===== src/rtl/uart_pkg.sv =====
// Shared constants for the UART receive/transmit family: parity modes,
// FSM state encoding and the default baud/clock setup.
package uart_pkg;

    localparam int PAR_NONE = 0;
    localparam int PAR_EVEN = 1;
    localparam int PAR_ODD  = 2;

    localparam int DEFAULT_CLK_HZ        = 50_000_000;
    localparam int DEFAULT_BAUD          = 115_200;
    localparam int DEFAULT_OVERSAMPLE    = 16;
    // 50 MHz / (115200 * 16) rounds down to 27
    localparam int DEFAULT_CLKS_PER_TICK = DEFAULT_CLK_HZ / (DEFAULT_BAUD * DEFAULT_OVERSAMPLE);

    typedef enum logic [2:0] {
        IDLE   = 3'd0,
        START  = 3'd1,
        DATA   = 3'd2,
        PARITY = 3'd3,
        STOP   = 3'd4,
        DONE   = 3'd5,
        BREAK  = 3'd6
    } uart_state_t;

endpackage


===== src/rtl/uart_rx_param_if.sv =====
// Word handshake between the UART receiver (master) and its consumer (slave).
interface uart_rx_param_if #(
    parameter int DATA_BITS = 8
) ();
    logic [DATA_BITS-1:0] data_out;
    logic                 data_valid;
    logic                 data_ready;
    logic                 parity_err;
    logic                 frame_err;
    logic                 overrun;

    modport master (
        output data_out,
        output data_valid,
        input  data_ready,
        output parity_err,
        output frame_err,
        output overrun
    );

    modport slave (
        input  data_out,
        input  data_valid,
        output data_ready,
        input  parity_err,
        input  frame_err,
        input  overrun
    );
endinterface


===== src/rtl/uart_baud_tick.sv =====
// Oversampling tick generator: one-clk pulse every CLKS_PER_TICK cycles,
// realignable by restart so the next tick lands a full period later.
module uart_baud_tick #(
    parameter int CLKS_PER_TICK = 27
) (
    input  logic clk,
    input  logic reset,
    input  logic restart,
    output logic tick
);
    localparam int CW = (CLKS_PER_TICK > 1) ? $clog2(CLKS_PER_TICK) : 1;
    localparam logic [CW-1:0] LAST = CW'(CLKS_PER_TICK - 1);

    logic [CW-1:0] cnt_reg;

    always_ff @(posedge clk) begin
        if (reset || restart) begin
            cnt_reg <= '0;
        end else if (cnt_reg == LAST) begin
            cnt_reg <= '0;
        end else begin
            cnt_reg <= cnt_reg + CW'(1);
        end
    end

    assign tick = (cnt_reg == LAST);

endmodule


===== src/rtl/uart_rx_param.sv =====
// Parametrised UART receiver: synchronised, mid-bit sampled line, optional
// parity, 1-2 stop bits, valid/ready word output with error and overrun status.
module uart_rx_param
    import uart_pkg::*;
#(
    parameter int DATA_BITS     = 8,
    parameter int PARITY_MODE   = PAR_NONE,
    parameter int STOP_BITS     = 1,
    parameter int OVERSAMPLE    = DEFAULT_OVERSAMPLE,
    parameter int CLKS_PER_TICK = DEFAULT_CLKS_PER_TICK
) (
    input  logic clk,
    input  logic reset,
    input  logic rx,
    output logic busy,
    uart_rx_param_if.master rx_if
);
    localparam int SW = $clog2(OVERSAMPLE);
    localparam logic [SW-1:0] HALF_LAST = SW'(OVERSAMPLE / 2 - 1);
    localparam logic [SW-1:0] FULL_LAST = SW'(OVERSAMPLE - 1);
    localparam logic [3:0]    DATA_LAST = 4'(DATA_BITS - 1);
    localparam logic [3:0]    STOP_LAST = 4'(STOP_BITS - 1);

    logic rx_meta_reg, rxs_reg, rxs_prev_reg;
    logic tick, restart, start_edge, bit_point;

    uart_state_t          state_reg, state_next;
    logic [SW-1:0]        sample_cnt_reg, sample_cnt_next;
    logic [3:0]           bit_cnt_reg, bit_cnt_next;
    logic [DATA_BITS-1:0] shift_reg, shift_next;
    logic                 par_cap_reg, par_cap_next;
    logic                 frm_cap_reg, frm_cap_next;
    logic                 par_x;

    logic [DATA_BITS-1:0] data_out_reg;
    logic                 data_valid_reg, parity_err_reg, frame_err_reg, overrun_reg;

    uart_baud_tick #(.CLKS_PER_TICK(CLKS_PER_TICK)) u_tick (
        .clk     (clk),
        .reset   (reset),
        .restart (restart),
        .tick    (tick)
    );

    // Synchroniser resets to the idle-high line level so reset never looks like a start edge
    always_ff @(posedge clk) begin
        if (reset) begin
            rx_meta_reg  <= 1'b1;
            rxs_reg      <= 1'b1;
            rxs_prev_reg <= 1'b1;
        end else begin
            rx_meta_reg  <= rx;
            rxs_reg      <= rx_meta_reg;
            rxs_prev_reg <= rxs_reg;
        end
    end

    assign start_edge = rxs_prev_reg && !rxs_reg;
    assign bit_point  = tick && (sample_cnt_reg == FULL_LAST);
    assign par_x      = (^shift_reg) ^ rxs_reg;

    always_ff @(posedge clk) begin
        if (reset) begin
            state_reg      <= IDLE;
            sample_cnt_reg <= '0;
            bit_cnt_reg    <= '0;
            shift_reg      <= '0;
            par_cap_reg    <= 1'b0;
            frm_cap_reg    <= 1'b0;
        end else begin
            state_reg      <= state_next;
            sample_cnt_reg <= sample_cnt_next;
            bit_cnt_reg    <= bit_cnt_next;
            shift_reg      <= shift_next;
            par_cap_reg    <= par_cap_next;
            frm_cap_reg    <= frm_cap_next;
        end
    end

    always_comb begin
        state_next      = state_reg;
        sample_cnt_next = sample_cnt_reg;
        bit_cnt_next    = bit_cnt_reg;
        shift_next      = shift_reg;
        par_cap_next    = par_cap_reg;
        frm_cap_next    = frm_cap_reg;
        restart         = 1'b0;

        // Sample counter advances on every tick inside a frame; sample points reset it below
        if (tick && (state_reg inside {START, DATA, PARITY, STOP})) begin
            sample_cnt_next = sample_cnt_reg + SW'(1);
        end

        case (state_reg)
            IDLE: begin
                if (start_edge) begin
                    state_next      = START;
                    sample_cnt_next = '0;
                    bit_cnt_next    = '0;
                    par_cap_next    = 1'b0;
                    frm_cap_next    = 1'b0;
                    restart         = 1'b1;
                end
            end
            START: begin
                if (tick && (sample_cnt_reg == HALF_LAST)) begin
                    sample_cnt_next = '0;
                    if (rxs_reg) begin
                        state_next = IDLE;
                    end else begin
                        state_next = DATA;
                    end
                end
            end
            DATA: begin
                if (bit_point) begin
                    sample_cnt_next = '0;
                    shift_next      = {rxs_reg, shift_reg[DATA_BITS-1:1]};
                    if (bit_cnt_reg == DATA_LAST) begin
                        bit_cnt_next = '0;
                        if (PARITY_MODE != PAR_NONE) begin
                            state_next = PARITY;
                        end else begin
                            state_next = STOP;
                        end
                    end else begin
                        bit_cnt_next = bit_cnt_reg + 4'd1;
                    end
                end
            end
            PARITY: begin
                if (bit_point) begin
                    sample_cnt_next = '0;
                    par_cap_next    = (PARITY_MODE == PAR_ODD) ? !par_x : par_x;
                    state_next      = STOP;
                end
            end
            STOP: begin
                if (bit_point) begin
                    sample_cnt_next = '0;
                    if (!rxs_reg) begin
                        frm_cap_next = 1'b1;
                    end
                    if (bit_cnt_reg == STOP_LAST) begin
                        bit_cnt_next = '0;
                        state_next   = DONE;
                    end else begin
                        bit_cnt_next = bit_cnt_reg + 4'd1;
                    end
                end
            end
            DONE: begin
                if (rxs_reg) begin
                    state_next = IDLE;
                end else begin
                    state_next = BREAK;
                end
            end
            BREAK: begin
                if (rxs_reg) begin
                    state_next = IDLE;
                end
            end
            default: state_next = IDLE;
        endcase
    end

    // A freshly completed word always wins over a same-cycle acceptance
    always_ff @(posedge clk) begin
        if (reset) begin
            data_out_reg   <= '0;
            data_valid_reg <= 1'b0;
            parity_err_reg <= 1'b0;
            frame_err_reg  <= 1'b0;
            overrun_reg    <= 1'b0;
        end else if (state_reg == DONE) begin
            data_out_reg   <= shift_reg;
            data_valid_reg <= 1'b1;
            parity_err_reg <= par_cap_reg;
            frame_err_reg  <= frm_cap_reg;
            if (data_valid_reg && !rx_if.data_ready) begin
                overrun_reg <= 1'b1;
            end
        end else if (data_valid_reg && rx_if.data_ready) begin
            data_valid_reg <= 1'b0;
            parity_err_reg <= 1'b0;
            frame_err_reg  <= 1'b0;
        end
    end

    assign rx_if.data_out   = data_out_reg;
    assign rx_if.data_valid = data_valid_reg;
    assign rx_if.parity_err = (PARITY_MODE != PAR_NONE) && parity_err_reg;
    assign rx_if.frame_err  = frame_err_reg;
    assign rx_if.overrun    = overrun_reg;
    assign busy             = (state_reg != IDLE);

endmodule


===== src/flat_wrapper.sv =====
// flat-port wrapper written by rule: the top's interface ports become plain ports
module uart_rx_param_flat import uart_pkg::*;
#(
    parameter int DATA_BITS     = 8,
    parameter int PARITY_MODE   = PAR_NONE,
    parameter int STOP_BITS     = 1,
    parameter int OVERSAMPLE    = DEFAULT_OVERSAMPLE,
    parameter int CLKS_PER_TICK = DEFAULT_CLKS_PER_TICK
)
  (clk, reset, rx, busy, rx_if_data_out, rx_if_data_valid, rx_if_data_ready, rx_if_parity_err, rx_if_frame_err, rx_if_overrun);
  uart_rx_param_if #(.DATA_BITS(DATA_BITS)) rx_if_i ();
  input  logic clk;
  input  logic reset;
  input  logic rx;
  output logic busy;
  output wire logic [$bits(rx_if_i.data_out)-1:0] rx_if_data_out;
  output wire logic [$bits(rx_if_i.data_valid)-1:0] rx_if_data_valid;
  input wire logic [$bits(rx_if_i.data_ready)-1:0] rx_if_data_ready;
  output wire logic [$bits(rx_if_i.parity_err)-1:0] rx_if_parity_err;
  output wire logic [$bits(rx_if_i.frame_err)-1:0] rx_if_frame_err;
  output wire logic [$bits(rx_if_i.overrun)-1:0] rx_if_overrun;
  assign rx_if_data_out = rx_if_i.data_out;
  assign rx_if_data_valid = rx_if_i.data_valid;
  assign rx_if_i.data_ready = rx_if_data_ready;
  assign rx_if_parity_err = rx_if_i.parity_err;
  assign rx_if_frame_err = rx_if_i.frame_err;
  assign rx_if_overrun = rx_if_i.overrun;
  uart_rx_param #(.DATA_BITS(DATA_BITS), .PARITY_MODE(PARITY_MODE), .STOP_BITS(STOP_BITS), .OVERSAMPLE(OVERSAMPLE), .CLKS_PER_TICK(CLKS_PER_TICK)) u_core (.clk(clk), .reset(reset), .rx(rx), .busy(busy), .rx_if(rx_if_i));
endmodule

===== config.mk =====
export PLATFORM = sky130hd
export DESIGN_NAME = uart_rx_param_flat
export DESIGN_NICKNAME = d
export VERILOG_FILES = /design/src/rtl/uart_pkg.sv /design/src/rtl/uart_rx_param_if.sv /design/src/rtl/uart_baud_tick.sv /design/src/rtl/uart_rx_param.sv /design/src/flat_wrapper.sv
export SDC_FILE = /design/constraint.sdc
export NUM_CORES = 1
export LEC_CHECK = 0
export BUFFER_PORTS_ARGS = -buffer_cell sky130_fd_sc_hd__buf_2
export CAP_MARGIN = 25
export CORE_ASPECT_RATIO = 1.2
export CORE_MARGIN = 8
export CORE_UTILIZATION = 30
export CTS_CLUSTER_DIAMETER = 200
export DETAILED_ROUTE_END_ITERATION = 8
export GPL_ROUTABILITY_DRIVEN = 1
export SYNTH_ARGS = -nofsm -noshare
export SYNTH_HDL_FRONTEND = slang
export SYNTH_SLANG_ARGS = --single-unit
export TNS_END_PERCENT = 10

===== constraint.sdc =====
create_clock -name clk -period 2.6 [get_ports clk]
set_clock_uncertainty 0.2 [all_clocks]
set_input_delay 0.13 -clock clk [delete_from_list [all_inputs] [get_ports clk]]
set_output_delay 0.13 -clock clk [all_outputs]
set_load 0.1 [all_outputs]

==> results of run 1 <==
[cell type report]
class / instances / share of cell area
tap: 82 / 0.04838
clock buffer: 5 / 0.03245
multi-input combinational: 151 / 0.4720
sequential: 39 / 0.3681
timing repair buffer: 21 / 0.05900
clock inverter: 3 / 0.009440
inverter: 6 / 0.01062
[power groups by stage]
stage	Combinational, mW	Clock [mW]	Sequential, mW
6_report	0.0529	0.409	0.611
3_3_place_gp	0.0509	0	0.625
3_5_place_dp	0.0510	0	0.625
5_1_grt	0.0585	0.454	0.612
4_1_cts	0.0535	0.425	0.611
2_1_floorplan	0.0457	0	0.621
[cells in the final DEF, fill, tap and decap left out, types with 5 or more instances in the layout]
cell	instances
a21oi_1	11
dfxtp_1	39
nor3_1	7
inv_1	6
clkbuf_8	5
nand2_1	17
xor2_1	5
nor2_1	17
buf_2	15
mux2i_1	12
nand4_1	5
nand3_1	16
ha_1	5
[per-layer routing]
layer | GRT usage | up-vias
met1 | 0.1084 | 690
met5 | 0 | -
li1 | - | 775
met2 | 0.1595 | 27
met3 | 0.02313 | 5
met4 | 0.04172 | 0
[logic make-up after synthesis]
group / Yosys count
AND/OR/NAND/NOR: 91
flip-flops: 39
AO/OA/AOI/OAI: 35
buffers and inverters: 21
multiplexers: 12
XOR/XNOR: 7
adder cells (fa/ha/maj): 5
other: 1
[through the flow]
stage | util | area [um2] | worst slack (ns)
floorplan | - | 1878 | 0.1275
global placement | 0.3325 | 2012 | 0.5690
finish | 0.3505 | 2121 | 0.5266
detailed placement | 0.3325 | 2012 | 0.5465
CTS | 0.3505 | 2121 | 0.5244
global route | 0.3505 | 2121 | 0.3806
[worst max-delay path by stage]
stage	startpoint	end	slack [ns]	depth (start not counted)
after floorplan	u_core.state_reg[2]	u_core.state_reg[0]	0.13	6
after global placement	u_core.state_reg[0]	u_core.state_reg[2]	0.57	4
after detailed placement	u_core.state_reg[0]	u_core.state_reg[2]	0.55	4
after CTS	u_core.state_reg[0]	u_core.state_reg[2]	0.52	4
after global routing	u_core.state_reg[0]	u_core.state_reg[2]	0.38	4
final	u_core.state_reg[0]	u_core.state_reg[2]	0.53	4
[what timing repair did]
| item | in CTS | in global routing |
|---|---|---|
| endpoints found under the hold margin | 3 | 0 |
| setup buffers | 0 | 0 |
| hold buffers | 2 | 0 |
==> metrics.md, run 1 <==
| Metric | Value |
|---|---|
| Final TNS setup | `0 ns` |
| Commonest cells in the netlist | `39 x dfxtp_1, 17 x nand2_1, 17 x nor2_1` |
| CORE AREA | `6051 um2` |
| Simple-Gate Fraction of Synth Area | `0.2745` |
| FMAX | `482.3 MHz` |
| Top-area cell type share of the netlist area | `0.4157` |
| CTS tree | `done` |
| FFs w/ async S/R, synth | `0` |
| Worst slew pin tran | `between 0.5 and 0.6 ns` |
| Post-layout min period | `2.073 ns` |
| Clk pwr share | `0.381` |
| Initial antenna violation count | `0` |
| Antenna-violating nets left | `0` |
| Psw | `0.2650 mW` |
| Mapped Cells | `211` |
| Placed Instances | `297` |
| Most common cell in the netlist | `dfxtp_1` |
| Root cell of the clock tree | `clkbuf_8` |
| Synth area leader | `dfxtp_1` |
| I/O Pins | `17` |
| Fill count | `652` |
| Critical path buffers and inverters | `0` |
| N_diodes | `0` |
| FF+latch area | `780.7 um2` |
| Setup Viol. Count Final | `0` |
| Final Hold Fails | `0` |
| DR vias/cell | `4.876` |
| Worst R2R Setup Slack | `0.53 ns` |
| Clk buf depth | `2` |
| Nets | `233` |
| Int Power | `0.8075 mW` |
| P_leak | `0.7844 nW` |
| Wire length on met3 | `129 um` |
| Port-buffer cells | `15` |
| Reg2reg path depth | `4` |
| Hold Crit Start | `reset` |
| Switching Fraction | `0.2471` |
| Top cells by area, synth | `dfxtp_1 42%, mux2i_1 6.4%, nand3_1 4.3%` |
| Synthesized-area fraction occupied by xor and xnor cells | `0.03264` |
| Met2 WL | `approximately 1900 um` |
| Worst hold path type | `primary input to register` |
| Post-route clock period utilization | `0.7974` |
| Htree depth | `2` |
| Resized cells post-CTS | `0` |
| Status | `finished, final reports clean` |
| Post-synthesis cell area | `1878 um2` |
| # rows | `31` |
| Routability Congestion | `0.8026` |
| Drt first pass iters | `4` |
| Max incr delay on CP | `about 0.68 ns` |
| Final Max Tran Viols | `0` |
| Crit-path slowest cell | `dfxtp_1` |
| Initial Util | `0.3104` |
| Worst path top cell family by delay | `compound AO/OA/AOI/OAI gates` |
| Yosys reg bits | `39` |
| Post-Route M1 WL | `around 1800 um` |
| Pin count of the biggest net entering global routing | `29` |
| Min Hold Slack | `0.06320 ns` |
| Crit Path Class | `register to register` |
| Share of layout cells above drive strength 1 | `0.1644` |
| Worst setup SP type | `register` |
| Hold EP | `u_core.shift_reg[1]` |
| WP data arrival | `2.06 ns` |
| DRT iter0 DRCs | `85` |
| # clock sinks | `39` |
| Inserted Clock Buffers | `5` |
| Area grow syn2layout | `12.92%` |
| Grt ovf | `0` |
| Relative slew slack | `0.6275` |
| Multiplexer share of the synthesized area | `0.06396` |
| Power Dens Cells | `505.7 nW/um2` |
| Reg power frac | `0.569` |
| Die height | `102.7 um` |
| Clk slew on worst S/H paths | `0.08 ns` |
| Worst setup EP type | `register` |
| Prevailing post-synth register cell | `dfxtp_1` |
| Routed WL per cell | `12.55 um` |
| Post-synthesis sequential area ratio | `0.4157` |
| Post-synth EDFFs | `0` |
| Top Layer Used | `met4` |
| Die W | `88.23 um` |
| Critical Path, Cell by Cell | `or3b_1, a211oi_1, o211ai_1, a32o_1` |
| Vias post-DR | `~1500` |
| R2R Path End | `u_core.state_reg[2]` |
| Crit-path max FO | `19` |
| GRT Util Overall | `0.09400` |
| Synth Area in Adders | `0.03331` |
| Vias in the first global route | `1504` |
| Mapped Nets | `220` |
| First-pass GRT wire length | `6858 um` |
| Combinational share of power | `0.049` |
| VDD IR max | `0.3427 mV` |
| Synthesis warning total | `0` |
| Overall power | `1.073 mW` |
| Complex-gate fraction of the synthesized area | `0.1266` |
| Worst Path Required | `2.59 ns` |
| Drt total wl | `3854 um` |
| Clk_lat worst skew | `about 0.3 ns` |
| Worst hold path depth | `2` |
| DPL Wire Length | `between 2000 and 3000 um` |
| Largest family of logic cells by synthesized area | `simple AND/OR/NAND/NOR gates` |
| Syn avg cell area | `8.901 um2` |
| Layout Cells excl Fill | `307` |
| Unique masters post-synth | `53` |
| RSZ-0062 raised after global routing | `false` |
| DR DRC count | `0` |
| Multi-input logic area | `1001 um2` |
| R2r startpoint | `u_core.state_reg[0]` |
| Full die area | `slightly above 9000 um2` |
| Total of max-cap violations | `0` |
(Power assumes the default switching activity.)
==> inputs of run 2 (changes only) <==
Clock period 2.6 ns to 1.81 ns, I/O delays scaled along.
==> metrics.md, run 2 (synthesis results as in run 1) <==
| Metric | Value |
|---|---|
| Worst hold path type | `register to register` |
| WP data arrival | `1.52 ns` |
| Routability Congestion | `0.8241` |
| Inserted Clock Buffers | `5` |
| Power Dens Cells | `between 600 and 700 nW/um2` |
| Total of max-cap violations | `0` |
| Status | `finished with violations` |
| Crit Path Class | `register to output port` |
| Initial antenna violation count | `0` |
| Hold Crit Start | `u_core.rx_meta_reg` |
| N_diodes | `0` |
| R2r startpoint | `u_core.bit_cnt_reg[0]` |
| # clock sinks | `39` |
| Clk buf depth | `2` |
| Grt ovf | `0` |
| Setup Viol. Count Final | `1` |
| R2R Path End | `u_core.bit_cnt_reg[2]` |
| Area grow syn2layout | `37.11%` |
| Failing checks | `negative setup slack` |
| Multi-input logic area | `~1100 um2` |
| First-pass GRT wire length | `7514 um` |
| Post-route clock period utilization | `1.000` |
| Drt total wl | `4391 um` |
| CTS tree | `done` |
| Clk slew on worst S/H paths | `0.09 ns` |
| I/O Pins | `17` |
| Port-buffer cells | `15` |
| Most common cell after layout, fill and taps aside | `buf_4` |
| # rows | `31` |
| Die height | `102.7 um` |
| Routed WL per cell | `12.80 um` |
| Clk_lat worst skew | `0.30 ns` |
| Reg2reg path depth | `6` |
| Die W | `between 80 and 90 um` |
| CORE AREA | `6051 um2` |
| Drt first pass iters | `4` |
| Layout Cells excl Fill | `343` |
| Worst R2R Setup Slack | `-0.0005 ns` |
| Fill count | `614` |
| Worst hold path depth | `1` |
| Final worst slack | `-0.0004735 ns` |
| Htree depth | `2` |
| Final Hold Fails | `0` |
| Full die area | `slightly above 9000 um2` |
| DPL Wire Length | `slightly above 3000 um` |
| Vias in the first global route | `1664` |
| DR DRC count | `0` |
| Placed Instances | `roughly 330` |
| Final Max Tran Viols | `0` |
| Antenna-violating nets left | `0` |
| Crit-path slowest cell | `or3_4` |
| RSZ-0062 raised after global routing | `true` |
| Worst setup EP type | `output port` |
| Initial Util | `0.3104` |
| Critical Path, Cell by Cell | `buf_6, or3_4, buf_4, buf_12` |
| FF+latch area | `793.3 um2` |
| Nets | `269` |
| VDD IR max | `0.5255 mV` |
| Max incr delay on CP | `a little over 0.4 ns` |
| DR vias/cell | `just under 5` |
| Post-layout min period | `1.810 ns` |
| Worst Path Required | `1.52 ns` |
| Pin count of the biggest net entering global routing | `20` |
| Crit-path max FO | `7` |
| DRT iter0 DRCs | `106` |
| Root cell of the clock tree | `clkbuf_8` |
| Most frequent cells in the layout | `35 x buf_4, 31 x dfxtp_1, 17 x nand2_1, 17 x nor2_1, 15 x nand3_1` |
| P_leak | `1.026 nW` |
| GRT Util Overall | `0.1032` |
| Worst setup SP type | `register` |
| FMAX | `552.3 MHz` |
| Vias post-DR | `1669` |
| Share of layout cells above drive strength 1 | `0.3602` |
| Hold EP | `u_core.rxs_reg` |
| Overall power | `between 1.5 and 2 mW` |
run 2: cell types whose count changed in the layout (fill, tap and decap cells not counted), moves of 3 or more:
cell / delta
buf_4: +31
dfxtp_1: -8
dfxtp_2: +7
ha_1: -3
ha_4: +3
inv_1: -3
inv_2: +3
run 2: worst max-delay path by stage:
stage | start | to | slack, ns | depth (start not counted)
after CTS | u_core.bit_cnt_reg[0] | u_core.state_reg[2] | -0.004 | 6
after global placement | u_core.u_tick.cnt_reg[0] | u_core.bit_cnt_reg[1] | -0.14 | 6
after floorplan | u_core.u_tick.cnt_reg[0] | u_core.bit_cnt_reg[1] | -0.02 | 6
after detailed placement | u_core.u_tick.cnt_reg[0] | u_core.bit_cnt_reg[1] | -0.16 | 6
after global routing | u_core.bit_cnt_reg[0] | u_core.state_reg[2] | -0.08 | 6
final | u_core.state_reg[1] | busy | -0.0005 | 4
run 2: repair_timing:
| action | CTS | global route |
|---|---|---|
| endpoints found under the setup margin | 19 | 15 |
| gates resized for setup | 21 | 14 |
| buffers inserted | 2 | 2 |
| hold buffers | 4 | 0 |
| pin swaps | 6 | 7 |
| endpoints found under the hold margin | 6 | 0 |
run 2: through the flow:
stage | hold WS [ns] | TNS, ns | util | setup WS, ns | area [um2]
after floorplan | -0.005689 | -0.02472 | - | -0.02472 | 1888
after global placement | 0.07353 | -1.146 | 0.3743 | -0.1409 | 2265
after detailed placement | 0.07571 | -1.496 | 0.3743 | -0.1581 | 2265
after CTS | 0.2285 | -0.004404 | 0.4134 | -0.004404 | 2501
after global routing | 0.2431 | -0.6442 | 0.4256 | -0.07610 | 2575
final | 0.2321 | -0.0004735 | 0.4256 | -0.0004735 | 2575
run 2: cell type report:
type                    count  share of cell area
repair buffers             57              0.1691
well taps                  82             0.03984
inverters                   6            0.008746
flip-flops and latches     39              0.3081
multi-input cells         151              0.4378
clock buffers               5             0.02672
clock inverters             3            0.009718
run 2: layer usage:
| metal | vias up | global-route usage | wire length (um) |
|---|---|---|---|
| met1 | 785 | 0.1214 | 1941 |
| met5 | - | 0 | 0 |
| met2 | 31 | 0.1721 | 2244 |
| li1 | 850 | - | - |
| met3 | 3 | 0.03030 | 173 |
| met4 | 0 | 0.03781 | 31 |
run 2: power breakdown:
group          internal, mW  switching, mW  leakage, nW
combinational        0.0563         0.0657        0.662
clock                 0.276          0.343       0.0443
sequential            0.866        0.00811        0.319
run 2: worst max-delay path: cells and delay by family (launching register included):
family / cells / cell delay, ns
flip-flops: 1 / 0.37
AND/OR/NAND/NOR: 1 / 0.41
buffers and inverters: 3 / 0.43
